===== config.mk =====
export PLATFORM = sky130hd
export DESIGN_NAME = alu_mul_sequencer
export DESIGN_NICKNAME = d
export VERILOG_FILES = /design/src/rtl/hack_alu_pkg.sv /design/src/rtl/alu_mul_datapath.sv /design/src/rtl/alu_mul_sequencer.sv
export SDC_FILE = /design/constraint.sdc
export NUM_CORES = 1
export LEC_CHECK = 0
export CORE_MARGIN = 2
export CORE_UTILIZATION = 42
export CTS_CLUSTER_SIZE = 16
export DETAILED_ROUTE_END_ITERATION = 10
export HOLD_SLACK_MARGIN = 0.1
export PLACE_DENSITY = 0.77
export SKIP_LAST_GASP = 1
export SLEW_MARGIN = 20
export SYNTH_ARGS = -nofsm -noshare
export SYNTH_HDL_FRONTEND = slang
export SYNTH_SLANG_ARGS = --single-unit

===== constraint.sdc =====
create_clock -name clk -period 2 [get_ports clk]
set_clock_uncertainty 0.1 [all_clocks]
set_input_delay 0.3 -clock clk [delete_from_list [all_inputs] [get_ports clk]]
set_output_delay 0.3 -clock clk [all_outputs]
set_load 0.02 [all_outputs]

===== src/rtl/hack_alu_pkg.sv =====
// hack_alu_pkg: Hack ALU control encodings {zx,nx,zy,ny,f,no} and the MUL sequencer state type.
package hack_alu_pkg;
    localparam logic [5:0] ALU_CONST0 = 6'b101010;
    localparam logic [5:0] ALU_CONST1 = 6'b111111;
    localparam logic [5:0] ALU_NEG1   = 6'b111010;
    localparam logic [5:0] ALU_X      = 6'b001100;
    localparam logic [5:0] ALU_Y      = 6'b110000;
    localparam logic [5:0] ALU_NOT_X  = 6'b001101;
    localparam logic [5:0] ALU_NOT_Y  = 6'b110001;
    localparam logic [5:0] ALU_NEG_X  = 6'b001111;
    localparam logic [5:0] ALU_NEG_Y  = 6'b110011;
    localparam logic [5:0] ALU_X_INC  = 6'b011111;
    localparam logic [5:0] ALU_Y_INC  = 6'b110111;
    localparam logic [5:0] ALU_X_DEC  = 6'b001110;
    localparam logic [5:0] ALU_Y_DEC  = 6'b110010;
    localparam logic [5:0] ALU_ADD    = 6'b000010;
    localparam logic [5:0] ALU_X_SUB  = 6'b010011;
    localparam logic [5:0] ALU_Y_SUB  = 6'b000111;
    localparam logic [5:0] ALU_AND    = 6'b000000;
    localparam logic [5:0] ALU_OR     = 6'b010101;

    typedef enum logic [1:0] {S_IDLE, S_STEP, S_DONE} mul_state_e;
endpackage


===== src/rtl/alu_mul_datapath.sv =====
// alu_mul_datapath: shift-and-add registers for the MUL sequencer; the add itself is done by the external ALU.
module alu_mul_datapath #(
    parameter int WIDTH = 16
) (
    input  logic             clk,
    input  logic             rst_n,
    input  logic             load_i,
    input  logic             step_i,
    input  logic [WIDTH-1:0] a_i,
    input  logic [WIDTH-1:0] b_i,
    input  logic [WIDTH-1:0] alu_out_i,
    output logic [WIDTH-1:0] acc_o,
    output logic [WIDTH-1:0] mc_o,
    output logic [WIDTH-1:0] acc_next_o,
    output logic             ovf_next_o,
    output logic             last_o
);
    localparam int CW = $clog2(WIDTH) + 1;

    logic [WIDTH-1:0] acc_q, acc_d, mc_q, mc_d, mp_q, mp_d, mp_sh;
    logic [CW-1:0]    cnt_q, cnt_d;
    logic             ovf_q, ovf_d, carry;

    always_comb begin
        mp_sh = mp_q >> 1;
        // carry out of acc + mc, recovered from the operand and sum MSBs
        carry = (acc_q[WIDTH-1] & mc_q[WIDTH-1])
              | ((acc_q[WIDTH-1] | mc_q[WIDTH-1]) & ~alu_out_i[WIDTH-1]);
        acc_d = load_i ? '0 : (step_i && mp_q[0]) ? alu_out_i : acc_q;
        mc_d  = load_i ? a_i : step_i ? mc_q << 1 : mc_q;
        mp_d  = load_i ? b_i : step_i ? mp_sh : mp_q;
        cnt_d = load_i ? '0 : step_i ? cnt_q + CW'(1) : cnt_q;
        // a set bit leaving mc while multiplier bits remain would land above WIDTH
        ovf_d = load_i ? 1'b0
              : step_i ? ovf_q | (mp_q[0] & carry) | (mc_q[WIDTH-1] & (|mp_sh))
              : ovf_q;
        last_o = (mp_sh == '0) || (cnt_q == CW'(WIDTH - 1));
    end

    always_ff @(posedge clk or negedge rst_n) begin
        if (!rst_n) begin
            acc_q <= '0;
            mc_q  <= '0;
            mp_q  <= '0;
            cnt_q <= '0;
            ovf_q <= 1'b0;
        end else begin
            acc_q <= acc_d;
            mc_q  <= mc_d;
            mp_q  <= mp_d;
            cnt_q <= cnt_d;
            ovf_q <= ovf_d;
        end
    end

    assign acc_o      = acc_q;
    assign mc_o       = mc_q;
    assign acc_next_o = acc_d;
    assign ovf_next_o = ovf_d;
endmodule


===== src/rtl/alu_mul_sequencer.sv =====
// alu_mul_sequencer: multi-cycle unsigned multiply that time-shares the Hack ALU as its adder.
module alu_mul_sequencer
    import hack_alu_pkg::*;
#(
    parameter int WIDTH = 16
) (
    input  logic             clk,
    input  logic             rst_n,
    input  logic             start,
    input  logic [WIDTH-1:0] a,
    input  logic [WIDTH-1:0] b,
    output logic             busy,
    output logic             done,
    output logic [WIDTH-1:0] product,
    output logic             overflow,
    output logic [WIDTH-1:0] alu_x,
    output logic [WIDTH-1:0] alu_y,
    output logic             alu_zx,
    output logic             alu_nx,
    output logic             alu_zy,
    output logic             alu_ny,
    output logic             alu_f,
    output logic             alu_no,
    input  logic [WIDTH-1:0] alu_out,
    input  logic             alu_zr,
    input  logic             alu_ng
);
    mul_state_e       state_q, state_d;
    logic             step, load, last, ovf_next, overflow_q, unused_flags;
    logic [WIDTH-1:0] acc, mc, acc_next, product_q;

    assign step = state_q == S_STEP;
    assign load = state_q == S_IDLE && start;
    assign unused_flags = alu_zr ^ alu_ng;

    always_comb begin
        state_d = state_q == S_IDLE ? (start ? S_STEP : S_IDLE)
                : step ? (last ? S_DONE : S_STEP)
                : S_IDLE;
        {alu_zx, alu_nx, alu_zy, alu_ny, alu_f, alu_no} = step ? ALU_ADD : ALU_CONST0;
        alu_x = step ? acc : '0;
        alu_y = step ? mc : '0;
    end

    always_ff @(posedge clk or negedge rst_n) begin
        if (!rst_n) begin
            state_q    <= S_IDLE;
            product_q  <= '0;
            overflow_q <= 1'b0;
        end else begin
            state_q <= state_d;
            if (step && last) begin
                product_q  <= acc_next;
                overflow_q <= ovf_next;
            end
        end
    end

    alu_mul_datapath #(.WIDTH(WIDTH)) u_dp (
        .clk       (clk),
        .rst_n     (rst_n),
        .load_i    (load),
        .step_i    (step),
        .a_i       (a),
        .b_i       (b),
        .alu_out_i (alu_out),
        .acc_o     (acc),
        .mc_o      (mc),
        .acc_next_o(acc_next),
        .ovf_next_o(ovf_next),
        .last_o    (last)
    );

    assign busy     = state_q != S_IDLE;
    assign done     = state_q == S_DONE;
    assign product  = product_q;
    assign overflow = overflow_q;
endmodule


==> qor.yml <==
status:
  outcome: "finished with violations"
  failed_checks: "setup timing"
layout:
  drive_gt1_share_pct: 17.4
  synthToLayoutAreaGrowth_pct: 41.1
  antenna_cells: 0
  final_core_util_pct: 61.2
  mostFrequentLayoutCells: "73 x dfrtp_1, 66 x clkdlybuf4s50_1, 55 x nand2_1, 41 x o21ai_0, 32 x and2_1"
  nNetsFinal: 500
  fin_area_mm2: 0.00473
  fillers: 679
  final_common_cell: "dfrtp_1"
placed_design:
  placed_area_mm2: 0.00454
  port_buffers: 103
  hpwl_um: 5570
  gp_congestion: 0.819
hold_path:
  hold_class: "input port to async pin"
global_routing:
  grt_use_total_pct: 19.8
  grt.overflow.total: 0
  grt_max_degree: 44
  grt_first_pass_wirelength_um: 13400
  antenna_found_initial: 0
  grt_pass1_vias: 2771
power_and_ir_drop:
  power_leakage_nw: 2.17
  finalPower_mw: 7.37
  max-vdd-ir-drop_mv: 0.948
  p_per_area_mw_per_mm2: 1560
floorplan:
  die-area_mm2: 0.00871
  die_h_um: 93.4
  core-area_mm2: 0.00773
  top_level_ports: 110
  die_width_um: 93.4
  start_util_pct: 43.4
  rows: 32
synth:
  synth_flop_cell: "dfrtp_1"
  post_synth_instance_area_mm2: 0.00335
  yosysUniqueCellTypes: 37
  synth-edff-count: 0
  synth_mux_area_share_pct: 4.78
  synth-xor-area-share_pct: 0
  yosys.area_share.simple_pct: 19.0
  synth-seq-area-share_pct: 54.5
  synth.avg_cell_area_um2: 10.0
  async_reset_ff_share_pct: 100
  ys_warn_count: 0
  synth-adder-area-share_pct: 1.04
  synth_seq_cells: 73
  synth_cells: 335
  synth-compound-area-share_pct: 15.8
  synth_top_family_by_area: "simple AND/OR/NAND/NOR gates"
worst_setup_path:
  arrival_ns: 1.61
  start_kind: "flip-flop"
  end_kind: "primary output"
  cp_data_required_time_ns: 1.60
  critical_path_class: "flip-flop to primary output"
  path_max_fanout: 20
  r2r_setup_slack_ns: 0.11
sta:
  min_period_ns: 2.01
  slew_violations: 0
  maxSlewHeadroom_pct: 62.7
  period_share_pct: 100
  finalHoldViolations: 0
  max_freq_mhz: 498
  rsz0062_at_grt: "yes"
  fin_tns_setup_ns: -0.00658
  layout_setup_ws_ns: -0.00658
  worst_pin_slew_ns: 0.559
  setup_violations: 1
clock_tree:
  clockBufferDepth: 2
  htreeDepth: 3
  tritoncts: "built"
  cts_buffers: 9
  clk_latency_ns: 0.34
  path_clk_slew_ns: 0.07
  clock-sinks: 73
  root_buffer: "clkbuf_8"
drt:
  post_drt_via_cell_ratio: 5.01
  vias: 2758
  wire_per_inst_um: 14.9
  drt-total-wl_um: 8200
  drc: 0
  ant_nets: 0
  dr.pass1.iters: 4
  drtIter0Drc: 163
flow_run:
  max-cap-violations: 0
[worst max-delay path: stages (launching register included)]
cell and delay (ns):
dfrtp_1 0.41, nor2b_4 0.21, buf_12 0.18, and2_1 0.14, clkdlybuf4s15_1 0.32
[stage by stage]
step / hold WS [ns] / std cells / setup slack (ns)
after floorplan: -0.0956 / 337 / 0.174
after detailed placement: 0.224 / 530 / 0.0589
after global routing: 0.421 / 551 / -0.0460
after CTS: 0.391 / 547 / -0.0502
final: 0.382 / 551 / -0.00658
after global placement: 0.226 / 530 / 0.0566
[where the power goes]
part	internal [mW]	switching [mW]	total [mW]
Clock	0.634	0.529	1.16
Combinational	1.60	2.03	3.64
Sequential	2.13	0.439	2.57
[worst paths after layout]
check	endpoint	depth (start not counted)	from
setup / recovery	alu_x[13]	4	state_q[1]
hold / removal	u_dp.acc_o[9]	2	rst_n
setup reg to reg	overflow	7	u_dp.cnt_q[0]
hold reg to reg	product[0]	2	product[0]
max in group asynchronous	u_dp.mp_q[12]	3	rst_n
min in group clk	product[0]	2	product[0]
[layout make-up]
type                            count  area (um2)  area share [%]
Clock buffer                       12         155            3.28
Clock inverter                      3        40.0           0.846
Inverter                            4        15.0           0.317
Multi-Input combinational cell    235        1400            29.6
Sequential cell                    73        1830            38.6
Tap cell                          102         128            2.70
Timing Repair Buffer              122        1170            24.7
[kinds of logic (layout without fill, tap and decap cells)]
kind of cell / after synthesis / count (layout)
AOI/OAI and AO/OA: 91 / 91
adders and majority gates: 3 / 3
buffers and inverters: 30 / 141
DFF: 73 / 73
muxes: 16 / 16
other: 2 / 4
and+or+nand+nor: 120 / 121
[cell usage after synthesis, drive strengths merged (3+ instances only)]
cell type | instances | area share, %
a21oi | 17 | 2.5
a22oi | 15 | 3.4
and2 | 32 | 6.0
buf | 12 | 2.6
clkbuf | 14 | 1.6
dfrtp | 73 | 54
inv | 4 | 0.45
mux2i | 16 | 4.8
nand2 | 56 | 6.5
nor2 | 18 | 2.1
nor4 | 3 | 1.9
o21ai | 54 | 8.1
[layer usage]
layer	up-vias	GRT usage, %	share of wire [%]
met5	-	0	0
met4	0	9.19	2.1
met3	13	4.35	5.5
met2	69	31.4	48
met1	1327	25.9	45
li1	1349	-	-
[sequential cells by signal, indices dropped and copies added (netlist names)]
name and count:
overflow 1, product 16, u_dp.acc_o 16, u_dp.cnt_q 5, u_dp.ovf_q 1, u_dp.mp_q 16, state_q 2, u_dp.mc_o 16
[repair_timing]
action                                  CTS  global route
gates cloned                              0             1
endpoints found under the setup margin   36            24
buffers inserted                          1             3
hold buffers                              1             0
endpoints found under the hold margin    41             0
pin swaps                                 0             0
resized for setup                        92            20
Note: power is estimated with default switching activity, not from simulation.
